==> src/rtl/round_sequencer.sv <==
// Memory-game round engine: shows an LFSR-generated symbol sequence, then scores the player's repeat.
// Define ROUND_TIMEOUT_EN to add an entry timeout that forces a loss when the player stalls.
module round_sequencer #(
    parameter int unsigned SHOW_CYCLES    = 4,
    parameter int unsigned GAP_CYCLES     = 2,
    parameter int unsigned TIMEOUT_CYCLES = 64
) (
    input  logic       clock,
    input  logic       rst,
    input  logic       auth_bit,
    input  logic       log_out,
    input  logic       rng_button,
    input  logic [3:0] level_num,
    input  logic       user_valid,
    input  logic [1:0] user_symbol,
    output logic       display_valid,
    output logic [1:0] display_symbol,
    output logic       busy,
    output logic       win,
    output logic       lose
);

    typedef enum logic [2:0] {
        S_IDLE,
        S_SHOW,
        S_GAP,
        S_WAIT_IN,
        S_WIN,
        S_LOSE
    } state_e;

    localparam int unsigned CNT_MAX = (SHOW_CYCLES > GAP_CYCLES) ? SHOW_CYCLES : GAP_CYCLES;
    localparam int unsigned CNT_W   = (CNT_MAX > 1) ? $clog2(CNT_MAX) : 1;
    localparam logic [CNT_W-1:0] SHOW_LAST = CNT_W'(SHOW_CYCLES - 1);
    localparam logic [CNT_W-1:0] GAP_LAST  = CNT_W'(GAP_CYCLES - 1);

    state_e           state_q, state_d;
    logic [15:0]      lfsr_q, lfsr_d;
    logic [15:0]      seed_q, seed_d;
    logic [3:0]       len_q, len_d;
    logic [3:0]       idx_q, idx_d;
    logic [CNT_W-1:0] cnt_q, cnt_d;
    logic [15:0]      lfsr_step;
    logic             abort;

`ifdef ROUND_TIMEOUT_EN
    localparam int unsigned TMO_W = (TIMEOUT_CYCLES > 1) ? $clog2(TIMEOUT_CYCLES) : 1;
    localparam logic [TMO_W-1:0] TMO_LAST = TMO_W'(TIMEOUT_CYCLES - 1);
    logic [TMO_W-1:0] tmo_q, tmo_d;
`endif

    // Fibonacci taps 16,14,13,11 shifted left, feedback entering bit 0.
    assign lfsr_step = {lfsr_q[14:0], lfsr_q[15] ^ lfsr_q[13] ^ lfsr_q[12] ^ lfsr_q[10]};
    assign abort     = log_out || !auth_bit;

    // NOTE: sequential state uses non-blocking assignments so every register samples pre-edge values.
    always_ff @(posedge clock or posedge rst) begin
        if (rst) begin
            state_q <= S_IDLE;
            lfsr_q  <= 16'hACE1;
            seed_q  <= 16'hACE1;
            len_q   <= '0;
            idx_q   <= '0;
            cnt_q   <= '0;
`ifdef ROUND_TIMEOUT_EN
            tmo_q   <= '0;
`endif
        end else begin
            state_q <= state_d;
            lfsr_q  <= lfsr_d;
            seed_q  <= seed_d;
            len_q   <= len_d;
            idx_q   <= idx_d;
            cnt_q   <= cnt_d;
`ifdef ROUND_TIMEOUT_EN
            tmo_q   <= tmo_d;
`endif
        end
    end

    // NOTE: every variable gets a hold default first, so no path through this block infers a latch.
    always_comb begin
        state_d = state_q;
        lfsr_d  = lfsr_q;
        seed_d  = seed_q;
        len_d   = len_q;
        idx_d   = idx_q;
        cnt_d   = cnt_q;
`ifdef ROUND_TIMEOUT_EN
        tmo_d   = tmo_q;
`endif
        if (state_q != S_IDLE && abort) begin
            // Abort outranks entries and pulses, and leaves the generator frozen.
            state_d = S_IDLE;
        end else begin
            unique case (state_q)
                S_IDLE: begin
                    if (rng_button && auth_bit && !log_out) begin
                        state_d = S_SHOW;
                        seed_d  = lfsr_q;
                        len_d   = level_num;
                        idx_d   = '0;
                        cnt_d   = '0;
                    end else begin
                        lfsr_d = lfsr_step;
                    end
                end
                S_SHOW: begin
                    if (cnt_q == SHOW_LAST) begin
                        state_d = S_GAP;
                        cnt_d   = '0;
                    end else begin
                        cnt_d = cnt_q + 1'b1;
                    end
                end
                S_GAP: begin
                    if (cnt_q == GAP_LAST) begin
                        cnt_d = '0;
                        if (idx_q == len_q) begin
                            // Replay starts from the seed so entries are checked against the same stream.
                            state_d = S_WAIT_IN;
                            lfsr_d  = seed_q;
                            idx_d   = '0;
`ifdef ROUND_TIMEOUT_EN
                            tmo_d   = '0;
`endif
                        end else begin
                            state_d = S_SHOW;
                            lfsr_d  = lfsr_step;
                            idx_d   = idx_q + 1'b1;
                        end
                    end else begin
                        cnt_d = cnt_q + 1'b1;
                    end
                end
                S_WAIT_IN: begin
                    if (user_valid) begin
`ifdef ROUND_TIMEOUT_EN
                        tmo_d = '0;
`endif
                        if (user_symbol != lfsr_q[1:0]) begin
                            state_d = S_LOSE;
                        end else if (idx_q == len_q) begin
                            state_d = S_WIN;
                        end else begin
                            lfsr_d = lfsr_step;
                            idx_d  = idx_q + 1'b1;
                        end
                    end
`ifdef ROUND_TIMEOUT_EN
                    else if (tmo_q == TMO_LAST) begin
                        state_d = S_LOSE;
                    end else begin
                        tmo_d = tmo_q + 1'b1;
                    end
`endif
                end
                S_WIN, S_LOSE: state_d = S_IDLE;
                default:       state_d = S_IDLE;
            endcase
        end
    end

    // Outputs decode registered state only; nothing reaches them from the inputs combinationally.
    always_comb begin
        display_valid  = 1'b0;
        display_symbol = 2'b00;
        busy           = (state_q != S_IDLE);
        win            = 1'b0;
        lose           = 1'b0;
        case (state_q)
            S_SHOW: begin
                display_valid  = 1'b1;
                display_symbol = lfsr_q[1:0];
            end
            S_WIN:   win  = 1'b1;
            S_LOSE:  lose = 1'b1;
            default: ;
        endcase
    end

endmodule

==> config.mk <==
export PLATFORM = sky130hd
export DESIGN_NAME = round_sequencer
export DESIGN_NICKNAME = d
export VERILOG_FILES = /design/src/rtl/round_sequencer.sv
export SDC_FILE = /design/constraint.sdc
export NUM_CORES = 1
export LEC_CHECK = 0
export CAP_MARGIN = 20
export CORE_MARGIN = 2
export CORE_UTILIZATION = 55
export DETAILED_ROUTE_END_ITERATION = 10
export HOLD_SLACK_MARGIN = 0.15
export PLACE_DENSITY = 0.72
export RECOVER_POWER = 100
export SYNTH_ARGS = -nofsm -noshare
export SYNTH_HDL_FRONTEND = slang
export SYNTH_SLANG_ARGS = --single-unit
==> constraint.sdc <==
create_clock -name clock -period 2.3 [get_ports clock]
set_input_delay 0.46 -clock clock [delete_from_list [all_inputs] [get_ports clock]]
set_output_delay 0.46 -clock clock [all_outputs]
set_load 0.01 [all_outputs]
* Word-level counts from Yosys, hierarchy flattened
Cells that the tools add are included.
Word-level totals: register bits after elaboration 45, output and inout bits 6
Cells by class: add/subtract/negate cells 2, muxes and demuxes 31, eq/ne operators 20, reductions and logical operators 15, bitwise gates (word level) 4
Operator list (number):
- 16-bit two-way mux | 6
- 16-bit case mux with 3 select lines | 1
- 4-bit two-way mux | 6
- 3-bit two-way mux | 7
- 7-bit AND reduction | 2
- 2-bit inequality test (second input constant) | 6
- 3-bit inequality test (second input constant) | 4
- 3-bit case mux with 4 select lines | 1
- 4-bit case mux with 3 select lines | 1
- 2-bit two-way mux | 5
- 3-bit nonzero test | 3
- 3-bit by 2-bit == test with 1-bit output (second input constant) | 2
- 3-bit == test (second input constant) | 2
- 2-bit case mux with 3 select lines | 1
- 3-bit AND reduction | 2
- 5-bit AND reduction | 1
- 4-bit by 1-bit adder with 4-bit output (second input constant) | 1
- 4-bit == test | 1
- 4-bit inequality test (second input constant) | 1
- 3-bit by 1-bit == test with 1-bit output (second input constant) | 1
- 1-bit logical AND | 3
- 3-bit logical NOT | 1
- 1-bit two-way mux | 3
- 1-bit XOR | 3
- 7 further kinds | 8

* Depth between registers and ports, before layout
depth in word-level cells 7, mapped depth 9, depth with buffers taken out 7

* Least setup slack after synthesis
No wires, ideal clock.
kind reg2reg, from register idx_q[1], to register lfsr_q[12], period minus slack after synthesis 2.006 ns, arrival time 1.880 ns, setup time 0.125 ns, setup slack 0.294 ns, required time 2.175 ns, stages on the path, launching flop included 8, buffers on the path 2, cell sequence dfrtp_1 -> xor2_1 -> nor4_4 -> o21ai_2 -> and2_4 -> buf_6 -> buf_12 -> mux2_4
On the way: longest elaborated chain between the ends 4, elaborated cells on any way between the ends 6, classes of those cells 2 x eq/ne; 3 x mux; 1 x reduce/logical
RTL lines:
- start: declaration | RTL line 41 | logic [3:0] idx_q, idx_d;
- start signal: assignment | RTL line 73 | idx_q <= idx_d;
- 4-bit == test * | RTL line 119, 143
- 16-bit two-way mux | RTL line 119 | if (idx_q == len_q) begin
- 16-bit two-way mux | RTL line 117 | if (cnt_q == GAP_LAST) begin
- 16-bit case mux with 3 select lines | RTL line 96 | unique case (state_q)
- end signal: assignment | RTL line 70 | lfsr_q <= lfsr_d;
- end: declaration | RTL line 38 | logic [15:0] lfsr_q, lfsr_d;
Mark *: on every way between the ends. The rest lies on a longest branch, timed or not. The select of a mux whose other input is x is not followed. A chain may end at the register's enable or synchronous reset.

* Final worst setup path
from register state_q[0], to output port win
On the way: longest elaborated chain between the ends 2
RTL lines:
- start: declaration | RTL line 37 | state_e state_q, state_d;
- start signal: assignment | RTL line 69 | state_q <= state_d;
- 3-bit == test | RTL line 171 | case (state_q)
- 1-bit two-way mux | RTL line 171
- end: declaration | RTL line 19 | output logic win,
Every way passes these cells.

==> impl_metrics.yaml <==
run_status:
  status: "complete, no violations"
drt:
  dr_wl_met3_microns: 103
  route.detailed.wl_per_inst_microns: 15.71
  dr_total_vias: 1520
  top_layer: "met4"
  drc: 0
  drt_iter0_markers: 49
  viasPerCell: 5.651
  wl_met1_microns: 1876
  dr.pass1.iters: 4
  wl_met2_microns: 2229
  wirelength_microns: 4227
  ant_nets: 0
sta:
  rsz0062_at_grt: "false"
  setup_viol: 0
  fmax_ghz: 0.4512
  setup_ws_ps: 83.55
  tightest_slew_ps: 1090
  relSlewSlack_pct: 27.36
  finalHoldViolCount: 0
  maxSlewViolCount: 0
  period_share_pct: 96.37
  clock_skew_ps: 11.43
  min_period_ps: 2216
final_layout:
  final_cell_count_no_fill: 269
  fin_util_pct: 63.26
  syn_to_final_growth_pct: 11.56
  layout-drive-gt1-share_pct: 38.71
  n_antenna_cell: 0
  fin_area_sq_mm: 0.002716
  nets: 232
setup_path:
  critPathLaunchType: "register"
  reg2reg_to: "seed_q[2]"
  critPathCaptureType: "output pin"
  rrSetupSlack_ps: 130
  worstReg2RegStart: "state_q[1]"
  criticalPathCategory: "reg -> out"
  cp_slowest_stage_delay_ps: 560
  crit_path_cell_trace: "clkbuf_4, buf_4, nor3_1, clkdlybuf4s50_1"
  worst_ep_arrival_time_ps: 1760
  required_ps: 1840
  cp_max_fo: 5
  reg2regPathDepth: 5
  crit_slowest_cell: "clkdlybuf4s50_1"
synthesis:
  syn_nets: 204
  synth_area_sq_mm: 0.002435
  ys_warn_count: 0
  synth.distinct_cells: 41
  syn_area_per_cell_sq_um: 12.95
  netlist_instances: 188
  yosysSeqAreaShare_pct: 47.07
  synth.largest_area_cell: "dfrtp_1"
  synth_area_leaders: "dfrtp_1 (30%), mux2_2 (19%), dfstp_2 (17%)"
  yosysTopAreaCellShare_pct: 29.80
  ys_ff_latch: 45
grt:
  antenna_found_initial: 0
  gr-total-overflow: 0
  first_global_vias: 1547
  grt_usage_pct: 18.16
  grt_max_degree: 46
  grt_pass1_wl_microns: 7203
floorplan:
  die_h_microns: 70.54
  ios: 18
  die-area_sq_mm: 0.004975
  placementRows: 24
  core-area_sq_mm: 0.004294
  die_w_microns: 70.54
  initial_core_util_pct: 56.70
power:
  power.density_mw_per_mm2: 894.8
  ir_drop_mv: 0.4039
  p_leak_nw: 1.301
place:
  pre_cts_slack_ps: -6.459
  dpl.cell_count: 257
  io_buffers: 17
  placed_area_sq_mm: 0.002648
  gp_congestion: 0.9385
  hpwlAfterDp_microns: 2912
clocking:
  clock_latency_ps: 290
  hold_buffers: 0
  path_clk_slew_ps: 80
  cts_made_buffers: 5
  clkSinkCount: 45
  cts-htree-levels: 2
  cts_tree: "done"
  cts-root-buf: "clkbuf_8"
  cts.path.max_buffers: 2
worst_hold_path:
  hold_path.class: "reg -> reg"
  holdPathEnd: "seed_q[4]"
  min_path_cells: 1
  hold_start: "seed_q[4]"
run:
  drv_cap: 0
-- logic make-up after synthesis --
family / count (synthesis) / synth area share, %
adders and majority gates: 4 / 2.056
and+or+nand+nor: 38 / 10.07
DFF: 45 / 47.07
xor gates and xnor gates: 9 / 3.237
buffers and inverters: 16 / 4.471
muxes: 56 / 27.24
AOI/OAI and AO/OA: 20 / 5.859
-- what timing repair did --
item / CTS / global route
endpoints found under the setup margin: 2 / 3
gates resized for setup: 1 / 4
hold endpoints to repair: 0 / 0
setup buffers: 4 / 0
-- worst max path at each step --
stage / startpoint / to / slack (ps) / depth (start not counted)
finish: state_q[0] / win / 80 / 4
CTS: state_q[1] / display_symbol[0] / 3 / 5
detailed placement: log_out / lfsr_q[3] / -6 / 6
global placement: log_out / lfsr_q[4] / 50 / 6
global route: state_q[0] / win / 7 / 4
floorplan: idx_q[1] / lfsr_q[12] / 290 / 7
-- cells in the mapped netlist, drive strengths merged --
| cell type | count |
|---|---|
| o2bb2ai | 1 |
| o32ai | 1 |
| a311oi | 1 |
| xor2 | 5 |
| mux2 | 52 |
| nor4 | 1 |
| nand2b | 5 |
| a211oi | 1 |
| a31oi | 1 |
| a2bb2oi | 2 |
| dfrtp | 29 |
| o211ai | 2 |
| o21ai | 4 |
| buf | 7 |
| dfstp | 16 |
| nand4 | 2 |
| nor4b | 2 |
| o21bai | 1 |
| nor2b | 1 |
| xnor2 | 4 |
| inv | 9 |
| ha | 4 |
| a21o | 1 |
| or3 | 1 |
| mux2i | 4 |
| nor2 | 7 |
| nor4bb | 1 |
| a221o | 1 |
| nor3 | 4 |
| and2 | 5 |
| nand2 | 5 |
| a21oi | 4 |
| nand3 | 4 |
-- state kept, by name, indices dropped and copies added (netlist names) --
name / count
lfsr_q: 16
seed_q: 16
idx_q: 4
len_q: 4
state_q: 3
cnt_q: 2
-- power breakdown --
part | internal, mW | switching (mW) | total [mW]
Clock | 0.210 | 0.255 | 0.465
Sequential | 0.876 | 0.0764 | 0.952
Combinational | 0.467 | 0.546 | 1.01
-- per-stage QoR --
step	hold WS [ps]	total power, mW	TNS (ps)
4_1_cts	511.0	2.525	0
3_5_place_dp	492.0	1.988	-7.740
6_report	508.7	2.431	0
2_1_floorplan	476.7	1.840	0
3_3_place_gp	485.9	1.945	0
5_1_grt	518.1	2.599	0
-- cells in the final DEF, fill, tap and decap left out, types with 3 or more instances in the layout --
cell type / netlist / routed
mux2_2: 42 / 42
ha_1: 4 / 4
dfstp_2: 16 / 16
buf_4: 0 / 6
clkdlybuf4s50_1: 0 / 11
inv_1: 9 / 9
mux2_1: 0 / 10
nor2_1: 7 / 7
o21ai_0: 3 / 3
xnor2_1: 4 / 4
nor3_1: 3 / 3
nand3_1: 4 / 4
mux2i_1: 4 / 4
dfrtp_1: 29 / 28
xor2_1: 5 / 5
nand2_1: 4 / 4
a21oi_1: 4 / 4
nand2b_1: 5 / 5
clkbuf_8: 0 / 5
dlygate4sd3_1: 0 / 3
-- worst max-delay path, delay by kind of cell (launching register included) --
kind | cells | cell delay (ps)
AND/OR/NAND/NOR | 1 | 170
flip-flops | 1 | 450
buffers and inverters | 3 | 850
-- final cells by class --
type / count / area (sq um)
Inverter: 9 / 33.78
Sequential cell: 45 / 1147
Clock inverter: 3 / 17.52
Multi-Input combinational cell: 127 / 1141
Tap cell: 52 / 65.06
Fill cell: 342 / 1578
Timing Repair Buffer: 28 / 242.7
Clock buffer: 5 / 68.82
-- per-layer routing --
| layer | global-route usage (%) | vias up |
|---|---|---|
| li1 | - | 727 |
| met1 | 22.56 | 772 |
| met2 | 32.29 | 19 |
| met3 | 3.276 | 2 |
| met4 | 5.870 | 0 |
| met5 | 0 | - |
Note: power is estimated with default switching activity, not from simulation.
